<file path="config.mk">
export PLATFORM = sky130hd
export DESIGN_NAME = pst_alt_sequencer
export DESIGN_NICKNAME = d
export VERILOG_FILES = /design/src/rtl/pst_alt_sequencer.sv
export SDC_FILE = /design/constraint.sdc
export NUM_CORES = 1
export LEC_CHECK = 0
export BUFFER_PORTS_ARGS = -buffer_cell sky130_fd_sc_hd__buf_4
export CAP_MARGIN = 20
export CORE_UTILIZATION = 45
export CTS_CLUSTER_DIAMETER = 40
export DETAILED_ROUTE_END_ITERATION = 12
export PLACE_DENSITY = 0.66
export RECOVER_POWER = 25
export SLEW_MARGIN = 5
export SYNTH_ARGS = -nofsm -noshare
export SYNTH_HDL_FRONTEND = slang
export SYNTH_SLANG_ARGS = --single-unit
</file>
<file path="constraint.sdc">
create_clock -name clk -period 7.4 [get_ports clk]
set_input_delay 1.11 -clock clk [delete_from_list [all_inputs] [get_ports clk]]
set_output_delay 1.11 -clock clk [all_outputs]
set_load 0.05 [all_outputs]
</file>
<file path="src/rtl/pst_alt_sequencer.sv">
// Alternating-current stimulus sequencer for the 2-layer predictive core.
// Measures convergence latency (gamma cycles) after each input transition.
module pst_alt_sequencer #(
    parameter logic [7:0] CUR_A      = 8'd50,
    parameter logic [7:0] CUR_B      = 8'd20,
    parameter int         WARMUP_CYC = 20,
    parameter int         MEAS_CYC   = 8,
    parameter int         SETTLE_CYC = 8,
    parameter int         N_TRANS    = 6,
    parameter logic [7:0] ERR_TH     = 8'd5
) (
    input  logic        clk,
    input  logic        rst,
    input  logic        start,
    input  logic        abort,
    input  logic        cycle_start,
    input  logic [7:0]  error_l2,
    output logic [7:0]  input_current,
    output logic        busy,
    output logic        done,
    output logic [2:0]  trans_idx,
    output logic        lat_valid,
    output logic [7:0]  lat_value,
    output logic [10:0] lat_sum
);

    typedef enum logic [2:0] {
        S_IDLE,
        S_WARMUP,
        S_MEAS,
        S_SETTLE,
        S_DONE
    } state_t;

    state_t      state, state_d;
    logic [7:0]  cc, cc_d;
    logic [7:0]  cur, cur_d;
    logic [7:0]  lat_reg, lat_reg_d;
    logic [7:0]  lat_val, lat_val_d;
    logic [10:0] sum, sum_d;
    logic [2:0]  tidx, tidx_d;
    logic        hit, hit_d;
    logic        lat_vld, lat_vld_d;
    logic [7:0]  k;
    logic [7:0]  close_lat;
    logic [2:0]  tidx_nx;

    assign k         = cc + 8'd1;
    assign tidx_nx   = tidx + 3'd1;
    // A hit only on the final sample still reports the full window.
    assign close_lat = hit ? lat_reg : 8'(MEAS_CYC);

    always_comb begin
        state_d   = state;
        cc_d      = cc;
        cur_d     = cur;
        lat_reg_d = lat_reg;
        lat_val_d = lat_val;
        sum_d     = sum;
        tidx_d    = tidx;
        hit_d     = hit;
        lat_vld_d = 1'b0;
        if (abort) begin
            state_d = S_IDLE;
            cc_d    = 8'd0;
            cur_d   = 8'd0;
            tidx_d  = 3'd0;
            hit_d   = 1'b0;
        end else begin
            unique case (state)
                S_IDLE, S_DONE: begin
                    if (start) begin
                        state_d = S_WARMUP;
                        cc_d    = 8'd0;
                        cur_d   = CUR_A;
                        sum_d   = 11'd0;
                        tidx_d  = 3'd0;
                        hit_d   = 1'b0;
                    end
                end
                S_WARMUP: begin
                    if (cycle_start) begin
                        if (k == 8'(WARMUP_CYC)) begin
                            state_d = S_MEAS;
                            cc_d    = 8'd0;
                            tidx_d  = 3'd1;
                            cur_d   = CUR_B;
                            hit_d   = 1'b0;
                        end else begin
                            cc_d = k;
                        end
                    end
                end
                S_MEAS: begin
                    if (cycle_start) begin
                        cc_d = k;
                        if (error_l2 <= ERR_TH && !hit) begin
                            hit_d     = 1'b1;
                            lat_reg_d = k;
                        end
                        if (k == 8'(MEAS_CYC)) begin
                            lat_vld_d = 1'b1;
                            lat_val_d = close_lat;
                            sum_d     = sum + {3'd0, close_lat};
                            hit_d     = 1'b0;
                            cc_d      = 8'd0;
                            state_d   = (tidx == 3'(N_TRANS)) ? S_DONE
                                                             : S_SETTLE;
                        end
                    end
                end
                S_SETTLE: begin
                    if (cycle_start) begin
                        if (k == 8'(SETTLE_CYC)) begin
                            state_d = S_MEAS;
                            cc_d    = 8'd0;
                            tidx_d  = tidx_nx;
                            cur_d   = tidx_nx[0] ? CUR_B : CUR_A;
                            hit_d   = 1'b0;
                        end else begin
                            cc_d = k;
                        end
                    end
                end
                default: begin
                    state_d = S_IDLE;
                    cc_d    = 8'd0;
                    cur_d   = 8'd0;
                    tidx_d  = 3'd0;
                end
            endcase
        end
    end

    always_ff @(posedge clk) begin
        if (rst) begin
            state   <= S_IDLE;
            cc      <= 8'd0;
            cur     <= 8'd0;
            lat_reg <= 8'd0;
            lat_val <= 8'd0;
            sum     <= 11'd0;
            tidx    <= 3'd0;
            hit     <= 1'b0;
            lat_vld <= 1'b0;
        end else begin
            state   <= state_d;
            cc      <= cc_d;
            cur     <= cur_d;
            lat_reg <= lat_reg_d;
            lat_val <= lat_val_d;
            sum     <= sum_d;
            tidx    <= tidx_d;
            hit     <= hit_d;
            lat_vld <= lat_vld_d;
        end
    end

    assign input_current = cur;
    assign busy          = (state == S_WARMUP) || (state == S_MEAS) ||
                           (state == S_SETTLE);
    assign done          = (state == S_DONE);
    assign trans_idx     = tidx;
    assign lat_valid     = lat_vld;
    assign lat_value     = lat_val;
    assign lat_sum       = sum;

endmodule
</file>
-- Word-level counts from Yosys, hierarchy flattened
Cells that the tools add are included.
- register bits: 51
- bits of input ports: 13
- output and inout bits: 33
- word-level logic and storage cells: 93
- add/sub/neg operators: 3
- order comparisons: 1
- eq/ne operators: 16
- multiplexer cells: 43
- bitwise operators: 3
- reduce and logical (&&, ||, !) cells: 18
- operators with widths (operator ; number):
    $mux 8 ; 11
    $mux 3 ; 13
    $mux 11 ; 3
    $pmux 8 s4 ; 1
    $pmux 3 s4 ; 2
    $pmux 8 s3 ; 1
    $pmux 11 s2 ; 1
    $ne 2x2->1 const B ; 7
    $add 11x8->11 ; 1
    $mux 1 ; 9
    $add 8x1->8 const B ; 1
    $eq 8x4->1 const B ; 1
    $eq 8x5->1 const B ; 1
    $le 8x3->1 const B ; 1
    $reduce_and 4->1 ; 2
    $reduce_and 8->1 ; 1
    $reduce_and 7->1 ; 1
    $eq 3x2->1 const B ; 2
    $eq 3x3->1 const B ; 2
    $mux 6 ; 1
    $reduce_and 6->1 ; 1
    $reduce_or 2->1 ; 3
    $reduce_and 5->1 ; 1
    $pmux 1 s4 ; 1
    13 further kinds ; 16

-- Longest topological paths before layout
Gate-level depths: netlist (run 1).
- word-level depth: 6
- depth in mapped cells: 10
- depth with buffers taken out: 10

-- Least setup slack after synthesis (run 1)
No wires, ideal clock.
- path type: input to register
- start point: input port cycle_start
- end point: register sum[9], in the netlist lat_sum[9]
- library setup time: 0.121 ns
- arrival time: 2.461 ns
- data required time: 7.279 ns
- slack: 4.818 ns
- stages on the path: 6
- path buffers: 1
- path through: and3b_1 > a21oi_1 > or3_1 > clkbuf_1 > nor4_1 > mux2_2
- cells in the longest elaborated chain, start to end: 2
- RTL lines (what ; line ; source):
    start: declaration ; 16 ; input logic cycle_start,
    $ne 2x2->1 (no source line) ; - ;
    $reduce_and 5->1 (no source line) ; - ;
    end signal: assignment ; 152 ; sum <= sum_d;
    end: declaration ; 40 ; logic [10:0] sum, sum_d;
Every way passes these cells.
A chain may end at the register's enable or synchronous reset.

-- Worst setup path in the final report (run 1)
- start point: register state[1]
- end point: register lat_reg[1]
- cells in the longest elaborated chain, start to end: 2
- RTL lines (what ; line ; source):
    start: declaration ; 35 ; state_t state, state_d;
    start signal: assignment ; 147 ; state <= state_d;
    $eq 3x2->1 ; 70 ; unique case (state)
    $reduce_and 4->1 (no source line) ; - ;
    end signal: assignment ; 150 ; lat_reg <= lat_reg_d;
    end: declaration ; 38 ; logic [7:0] lat_reg, lat_reg_d;
Every way passes these cells.

==> impl_metrics.py, run 1 <==
metrics = {
    "status": {
        "status": "complete, no violations",
    },
    "power": {
        "leakagePower_uw": 0.001266,
        "power_density_mw_per_mm2": 149.7,
        "ir_drop_uv": 67.59,
    },
    "logic_synthesis": {
        "synth_edf_count": 0,
        "synth_top_cell_by_area": "dfxtp_1",
        "syn_inst": 338,
        "netlist_area_mm2": 0.002774,
        "synth-seq-cells": 46,
        "synth_area_leaders": "dfxtp_1 33%, mux2i_1 6.1%, ha_1 5.4%, nor2_1 4.5%, nand2_1 3.5%",
        "yosysTopAreaCellShare_pct": 33.20,
        "ys_warn_count": 0,
        "synth_top_flop_cell": "dfxtp_1",
        "syn_avg_cell_area_um2": 8.207,
        "ys_types": 58,
        "yosysSeqAreaShare_pct": 33.20,
        "synth_async_sr_flop_share_pct": 0,
    },
    "routing": {
        "post-route-drc-count": 0,
        "num_vias": 2492,
        "dr.pass1.iters": 4,
        "ant_nets": 0,
        "routed_via_density": 5.638,
        "drtIter0Drc": 92,
        "drt_wl_total_um": 6426,
        "routedWlPerCell_um": 14.54,
    },
    "sta": {
        "min_period_ns": 2.908,
        "holdWs_ns": 0.4640,
        "max_freq_ghz": 0.3438,
        "setup_viol": 0,
        "rsz0062_at_grt": "false",
        "drv_slew": 0,
        "final.setup.tns_ns": 0,
        "tightest_slew_ns": 0.9145,
        "final_hold_viol_count": 0,
        "skew_ns": 0.009086,
        "slew_headroom_pct": 38.91,
        "fin_crit_sh_pct": 39.30,
    },
    "placement": {
        "dp_hpwl_um": 4746,
        "port_buffers": 40,
        "gp_congestion": 0.8674,
    },
    "cells_and_area": {
        "synthToLayoutAreaGrowth_pct": 11.82,
        "final_common_cell": "dfxtp_1",
        "final_util_pct": 52.39,
        "layout.nets": 392,
        "n_fill_cell": 588,
        "diodes": 0,
        "layout_common_cells": "46 x dfxtp_1, 33 x nor2_1, 26 x nand2_1",
        "largest_register_ffs": 11,
        "drive_above_1_share_pct": 10.90,
    },
    "setup_path": {
        "startpoint": "state[1]$_SDFFE_PP0P_",
        "critPathKind": "reg2reg",
        "crit_end": "lat_reg[1]$_SDFFE_PP0P_",
        "start_kind": "flip-flop",
        "r2r_cells": 6,
        "cp_max_fo": 14,
        "cp_data_arrival_time_ns": 3.10,
        "reg2reg_to": "lat_reg[1]$_SDFFE_PP0P_",
        "cp.required_ns": 7.59,
        "reg2reg_slack_ns": 4.49,
        "endpoint_kind": "flip-flop",
        "r2r_start": "state[1]$_SDFFE_PP0P_",
    },
    "clocking": {
        "cts_sinks": 46,
        "clk_pin_slew_ns": 0.10,
        "cts_resized": 0,
        "cts_setup_buffers": 0,
        "cts_tree": "built",
        "cts_buffer_depth": 2,
        "holdBufCountCts": 0,
        "numCtsBuffers": 5,
        "insertion_delay_ns": 0.30,
        "clockRootBuffer": "clkbuf_8",
        "htreeDepth": 2,
    },
    "min_path": {
        "hp-class": "reg2reg",
    },
    "die": {
        "die-area_mm2": 0.006482,
        "floorplan.die.height_um": 80.51,
        "rows": 28,
        "core-area_mm2": 0.005921,
        "initial_utilization_pct": 46.85,
        "die_width_um": 80.51,
        "io_pins": 46,
    },
    "global_routing": {
        "grt_pass1_vias": 2318,
        "grt_pass1_wl_um": 10640,
        "grt-ovfl-total": 0,
        "grt_max_degree": 31,
        "gr-usage-met1_pct": 26.55,
        "antenna_found_initial": 0,
        "grt_use_total_pct": 20.91,
        "top_usage_layer": "met2",
        "grt_use_met3_pct": 3.409,
        "use_met2_pct": 36.36,
    },
    "run": {
        "maxCapViolCount": 0,
    },
}
## critical path, stage by stage, from the launching register on
cell     delay, ns
dfxtp_1       0.61
inv_1         0.19
or3_1         0.56
nor3b_1       0.34
nor2b_1       0.78
mux2i_1       0.27
nor2_1        0.05
## routing by layer
metal | wire, um | part of all wire, % | vias up
met2 | 3018 | 47 | 59
met3 | 286 | 4.5 | 4
met4 | 38 | 0.59 | 0
met1 | 3082 | 48 | 1156
li1 | - | - | 1273
met5 | 0 | 0 | -
## synth_stat cells (3+ instances only)
cell type  instances
dfxtp_1           46
nor2_1            33
nand2_1           26
a21oi_1           19
mux2i_1           17
o21ai_0           15
clkbuf_1          13
inv_1             13
nand3_1           13
ha_1              12
and2_1             9
a211oi_1           7
or3_1              7
and3_1             6
nor3_1             6
xnor2_1            6
buf_4              5
nand2b_1           5
nand4_1            5
or4_1              5
xor2_1             5
a21o_1             4
buf_2              4
o31ai_1            4
a311oi_1           3
nor2b_1            3
nor4_1             3
o21a_1             3
o32ai_1            3
or2_2              3
## how the worst min path moves through the flow
stage	startpoint	to	slack (ns)	cells past startpoint
3_3_place_gp	input_current[4]$_SDFFE_PP0P_	input_current[4]$_SDFFE_PP0P_	0.45	2
5_1_grt	input_current[4]$_SDFFE_PP0P_	input_current[4]$_SDFFE_PP0P_	0.51	2
6_report	input_current[4]$_SDFFE_PP0P_	input_current[4]$_SDFFE_PP0P_	0.46	2
4_1_cts	input_current[4]$_SDFFE_PP0P_	input_current[4]$_SDFFE_PP0P_	0.47	2
2_1_floorplan	lat_reg[0]$_SDFFE_PP0P_	lat_reg[0]$_SDFFE_PP0P_	0.45	2
3_5_place_dp	input_current[4]$_SDFFE_PP0P_	input_current[4]$_SDFFE_PP0P_	0.46	2
## cells by family after synthesis
kind of cell	Yosys count	share of synthesized area (%)
AOI/OAI and AO/OA	79	19.62
xor gates and xnor gates	11	3.473
adders and majority gates	13	6.134
buffers and inverters	36	5.729
DFF	46	33.20
muxes	19	6.946
other	1	0.1352
and+or+nand+nor	133	24.76
## through the flow
| stage | setup WS [ns] | instance area, um^2 | instances | total power (uW) |
|---|---|---|---|---|
| floorplan | 4.818 | 2785 | 341 | 296.9 |
| global placement | 4.524 | 3077 | 434 | 309.1 |
| CTS | 4.461 | 3169 | 442 | 469.2 |
| global route | 4.115 | 3102 | 442 | 482.9 |
| detailed placement | 4.507 | 3077 | 434 | 309.4 |
| finish | 4.492 | 3102 | 442 | 464.2 |
## where the power goes
part           switching, uW  internal (uW)
Combinational           35.5           15.1
Sequential              2.87            249
Clock                   94.0           67.7
Total                    132            332
## final cells by class
type / count / area [um^2] / share of cell area [%]
Inverter: 13 / 48.80 / 1.573
Timing Repair Buffer: 41 / 240.2 / 7.745
Clock inverter: 3 / 23.77 / 0.7664
Clock buffer: 5 / 68.82 / 2.219
Tap cell: 75 / 93.84 / 3.025
Multi-Input combinational cell: 259 / 1705 / 54.98
Sequential cell: 46 / 920.9 / 29.69
No activity file was read; power rests on OpenSTA's default activity.
==> inputs of run 2 (changes only) <==
PLACE_DENSITY = 0.69   (was 0.66)
clock period = 2.5 ns   (was 7.4 ns; I/O delays follow)
==> run 2 against run 1 <==
- utilization up 2.9 points
- fmax up 23%
- design area up 5.5%
- via count up 1.2%
- critical path depth up 1
- power rose to 3.4 times the previous value
- clock skew down 0.0037 ns
- critical endpoint is now lat_sum[9]$_SDFFE_PP0P_
- highest routed layer unchanged
==> impl_metrics.py, run 2 (synthesis gave the netlist of run 1 again) <==
metrics = {
    "routing": {
        "drt_wl_total_um": 6652,
        "post-route-drc-count": 0,
        "routed_via_density": 5.545,
        "num_vias": 2523,
        "dr.pass1.iters": 4,
        "ant_nets": 0,
        "routedWlPerCell_um": 14.62,
        "drtIter0Drc": 109,
    },
    "sta": {
        "max_freq_ghz": 0.4234,
        "skew_ns": 0.005414,
        "fin_crit_sh_pct": 94.46,
        "drv_slew": 0,
        "final.setup.tns_ns": 0,
        "tightest_slew_ns": 0.7341,
        "setup_viol": 0,
        "rsz0062_at_grt": "false",
        "holdWs_ns": 0.4377,
        "setup_slack_ns": 0.1384,
        "min_period_ns": 2.362,
        "final_hold_viol_count": 0,
        "slew_headroom_pct": 50.68,
    },
    "die": {
        "rows": 28,
        "floorplan.die.height_um": 80.51,
        "initial_utilization_pct": 46.85,
        "io_pins": 46,
        "core-area_mm2": 0.005921,
        "die_width_um": 80.51,
        "die-area_mm2": 0.006482,
    },
    "global_routing": {
        "grt_use_total_pct": 21.34,
        "grt_max_degree": 31,
        "antenna_found_initial": 0,
        "grt_pass1_vias": 2354,
        "grt_pass1_wl_um": 10770,
        "grt-ovfl-total": 0,
    },
    "setup_path": {
        "cp.required_ns": 2.69,
        "reg2reg_to": "lat_sum[9]$_SDFFE_PP0P_",
        "endpoint_kind": "flip-flop",
        "cp_data_arrival_time_ns": 2.55,
        "reg2reg_slack_ns": 0.14,
        "cp_max_fo": 16,
        "start_kind": "flip-flop",
        "critPathKind": "reg2reg",
        "r2r_start": "cc[0]$_SDFFE_PP0P_",
        "startpoint": "cc[0]$_SDFFE_PP0P_",
        "r2r_cells": 7,
        "crit_end": "lat_sum[9]$_SDFFE_PP0P_",
    },
    "clocking": {
        "cts_sinks": 46,
        "clk_pin_slew_ns": 0.09,
        "clockRootBuffer": "clkbuf_8",
        "numCtsBuffers": 5,
        "cts_setup_buffers": 0,
        "cts_tree": "built",
        "cts_buffer_depth": 2,
        "htreeDepth": 2,
        "insertion_delay_ns": 0.30,
    },
    "cells_and_area": {
        "diodes": 0,
        "layout.nets": 405,
        "drive_above_1_share_pct": 16.05,
        "synthToLayoutAreaGrowth_pct": 18.00,
        "final_common_cell": "dfxtp_1",
        "largest_register_ffs": 11,
        "layout_common_cells": "46 x dfxtp_1, 36 x buf_4, 32 x nor2_1",
    },
    "placement": {
        "gp_congestion": 0.9882,
        "dp_slack_ns": 0.06587,
        "port_buffers": 40,
        "dp_hpwl_um": 4909,
    },
    "min_path": {
        "hp-class": "in2reg",
    },
    "status": {
        "status": "complete, no violations",
    },
    "power": {
        "power_density_mw_per_mm2": 479.9,
        "leakagePower_uw": 0.001367,
        "ir_drop_uv": 258.1,
    },
    "run": {
        "maxCapViolCount": 0,
    },
}
-- run 2: final cells by class --
cell class	instances	area, um^2
Clock buffer	5	68.82
Timing Repair Buffer	54	337.8
Inverter	13	48.80
Fill cell	576	2648
Tap cell	75	93.84
Sequential cell	46	920.9
Multi-Input combinational cell	259	1734
Clock inverter	3	68.82
-- run 2: how the worst min path moves through the flow --
stage                                   from                       endpoint  depth (start not counted)
6_report                                 rst        lat_reg[0]$_SDFFE_PP0P_                          2
5_1_grt                                  rst      lat_value[7]$_SDFFE_PP0P_                          2
4_1_cts                                  rst        lat_reg[0]$_SDFFE_PP0P_                          2
3_5_place_dp   input_current[2]$_SDFFE_PP0P_  input_current[2]$_SDFFE_PP0P_                          2
3_3_place_gp   input_current[4]$_SDFFE_PP0P_  input_current[4]$_SDFFE_PP0P_                          2
2_1_floorplan        lat_reg[0]$_SDFFE_PP0P_        lat_reg[0]$_SDFFE_PP0P_                          2
-- run 2: stage by stage --
| step | utilization [%] | total power [uW] | area [um^2] | cells |
|---|---|---|---|---|
| global route | 55.28 | 1626 | 3273 | 455 |
| CTS | 55.94 | 1585 | 3312 | 455 |
| finish | 55.28 | 1571 | 3273 | 455 |
| global placement | 53.61 | 918.4 | 3174 | 447 |
| floorplan | - | 878.9 | 2785 | 341 |
| detailed placement | 53.61 | 919.4 | 3174 | 447 |
-- run 2: report_power, final --
| group | internal (uW) | switching, uW | leakage, uW | total, uW |
|---|---|---|---|---|
| sequential | 737 | 7.37 | 0.000371 | 745 |
| combinational | 48.7 | 109 | 0.000928 | 157 |
| clock | 401 | 268 | 0.0000683 | 669 |
| total | 1190 | 384 | 0.00137 | 1570 |
-- run 2: worst max-delay path, cell delays in order (launching register included) --
cell	delay (ns)
dfxtp_1	0.32
ha_1	0.21
or3_1	0.31
a2111o_1	0.44
nand2_1	0.11
a21oi_2	0.18
nor4_1	0.31
mux2_2	0.37
-- run 2: routing by layer --
layer  wire length [um]  track usage [%]
met5                  0                0
met4                 25            6.964
met3                302            3.182
met2               3205            37.80
met1               3118            26.13
-- run 2: what timing repair did --
item,4_1_cts,5_1_grt
resized for setup,0,9
hold buffers,0,0
setup endpoints to repair,0,6
==> inputs of run 3 (changes only) <==
--- a/config.mk
+++ b/config.mk
@@ -10,3 +10,2 @@
 export CORE_UTILIZATION = 45
-export CTS_CLUSTER_DIAMETER = 40
 export DETAILED_ROUTE_END_ITERATION = 12
--- a/constraint.sdc
+++ b/constraint.sdc
@@ -3,2 +3,2 @@
 set_output_delay 0.375 -clock clk [all_outputs]
-set_load 0.05 [all_outputs]
+set_load 0.1 [all_outputs]
==> run 3 against run 2 <==
- clock-buffer cell count is the same
- setup slack lost 0.057 ns
- critical path type unchanged
- first-iteration DRC count shrank 16%
- sequential power is essentially flat
- highest routed layer unchanged
- design area shrank 1.5%
- clock skew grew 0.0019 ns
- sequential share of layout area grew 0.51 points
- global-route usage grew 0.20 points
- via count grew 1.3%
==> impl_metrics.py, run 3 (synthesis gave the netlist of run 1 again) <==
metrics = {
    "min_path": {
        "hold_end": "lat_value[7]$_SDFFE_PP0P_",
        "hold_path_depth": 2,
        "hp-class": "in2reg",
        "min_from": "rst",
    },
    "routing": {
        "drt_wl_total_um": 6581,
        "dr.pass1.iters": 4,
        "drtIter0Drc": 92,
        "ant_nets": 0,
        "num_vias": 2557,
        "routedWlPerCell_um": 14.43,
        "routed_via_density": 5.607,
        "post-route-drc-count": 0,
    },
    "sta": {
        "skew_ns": 0.007315,
        "min_period_ns": 2.418,
        "setup_viol": 0,
        "slew_headroom_pct": 21.87,
        "drv_slew": 0,
        "tightest_slew_ns": 1.177,
        "final.setup.tns_ns": 0,
        "fin_crit_sh_pct": 96.73,
        "final_hold_viol_count": 0,
        "rsz0062_at_grt": "false",
        "max_freq_ghz": 0.4135,
    },
    "power": {
        "ir_drop_uv": 268.9,
        "switching_share_pct": 30.45,
        "power_frac_seq_pct": 52.6,
        "combinationalPowerShare_pct": 13.4,
        "p_int_uw": 985.3,
        "leakagePower_uw": 0.001343,
        "p_sw_uw": 431.4,
        "power_density_mw_per_mm2": 439.6,
        "power_frac_clock_pct": 34.0,
    },
    "die": {
        "floorplan.die.height_um": 80.51,
        "die_width_um": 80.51,
        "initial_utilization_pct": 46.85,
        "rows": 28,
        "die-area_mm2": 0.006482,
        "core-area_mm2": 0.005921,
        "io_pins": 46,
    },
    "global_routing": {
        "grt-ovfl-total": 0,
        "grt_pass1_vias": 2312,
        "grt_pass1_wl_um": 10770,
        "grt_max_degree": 31,
        "antenna_found_initial": 0,
        "grt_use_total_pct": 21.54,
    },
    "setup_path": {
        "r2r_start": "cc[0]$_SDFFE_PP0P_",
        "reg2reg_to": "hit$_SDFFE_PP0P_",
        "cp_data_arrival_time_ns": 2.63,
        "endpoint_kind": "flip-flop",
        "cp_max_fo": 3,
        "reg2reg_slack_ns": 0.08,
        "critPathKind": "reg2reg",
        "r2r_cells": 7,
        "cp.required_ns": 2.71,
        "start_kind": "flip-flop",
    },
    "cells_and_area": {
        "final_common_cell": "dfxtp_1",
        "synthToLayoutAreaGrowth_pct": 16.19,
        "largest_register_ffs": 11,
        "layout.nets": 406,
        "final_area_mm2": 0.003223,
        "drive_above_1_share_pct": 15.49,
        "layout_common_cells": "44 x dfxtp_1, 37 x buf_4, 33 x nor2_1",
        "diodes": 0,
    },
    "clocking": {
        "cts_sinks": 46,
        "numCtsBuffers": 5,
        "cts_tree": "built",
        "clk_pin_slew_ns": 0.09,
        "holdBufCountCts": 0,
        "insertion_delay_ns": 0.31,
        "clockRootBuffer": "clkbuf_8",
        "cts_buffer_depth": 2,
        "htreeDepth": 2,
    },
    "placement": {
        "gp_congestion": 0.9619,
        "dp_hpwl_um": 4872,
        "place_area_mm2": 0.003177,
        "port_buffers": 40,
    },
    "status": {
        "status": "complete, no violations",
    },
    "run": {
        "maxCapViolCount": 0,
    },
}
## run 3: worst max-delay path, cell delays in order (launching register included)
cell,delay (ns)
dfxtp_1,0.32
ha_1,0.20
or3_1,0.30
a2111o_1,0.43
a211o_1,0.34
o211a_1,0.25
o41ai_2,0.30
o21ba_1,0.17
## run 3: worst max-delay path by stage
stage / startpoint / endpoint / slack (ns)
floorplan: lat_sum[0]$_SDFFE_PP0P_ / lat_sum[10]$_SDFFE_PP0P_ / 0.02
global placement: cc[0]$_SDFFE_PP0P_ / hit$_SDFFE_PP0P_ / 0.12
detailed placement: cc[0]$_SDFFE_PP0P_ / lat_sum[9]$_SDFFE_PP0P_ / 0.05
CTS: cc[0]$_SDFFE_PP0P_ / lat_sum[9]$_SDFFE_PP0P_ / 0.07
global route: lat_reg[0]$_SDFFE_PP0P_ / lat_sum[8]$_SDFFE_PP0P_ / 0.003
finish: cc[0]$_SDFFE_PP0P_ / hit$_SDFFE_PP0P_ / 0.08
## run 3: layer usage
metal / up-vias / share of wire [%] / GRT usage (%)
li1: 1309 / - / -
met1: 1174 / 48 / 27.42
met2: 64 / 46 / 36.61
met3: 10 / 4.0 / 3.182
met4: 0 / 2.0 / 7.679
met5: - / 0 / 0
## run 3: cell type report
class | count | area [um^2]
Clock buffer | 5 | 68.82
Clock inverter | 3 | 23.77
Fill cell | 589 | 2698
Inverter | 13 | 48.80
Multi-Input combinational cell | 259 | 1719
Sequential cell | 46 | 923.4
Tap cell | 75 | 93.84
Timing Repair Buffer | 55 | 345.3
## run 3: power by group through the flow
stage	combinational, uW	clock [uW]	sequential [uW]
6_report	190	482	745
5_1_grt	203	529	746
4_1_cts	193	494	745
3_5_place_dp	192	0	762
3_3_place_gp	192	0	761
2_1_floorplan	133	0	781
## run 3: per-stage QoR
step           hold WS (ns)  instances  worst slack, ns  utilization, %  total power (uW)
2_1_floorplan        0.4522        341          0.01684               -             914.3
3_3_place_gp         0.4512        447           0.1176           53.66             953.6
3_5_place_dp         0.4629        447          0.04860           53.66             954.1
4_1_cts              0.4246        455          0.06911           55.22              1432
5_1_grt              0.4259        456         0.002853           54.44              1478
6_report             0.4320        456          0.08167           54.44              1417
## run 3: timing repair
item / 4_1_cts / 5_1_grt
endpoints found under the setup margin: 0 / 3
resized for setup: 0 / 3
buffers inserted: 0 / 1
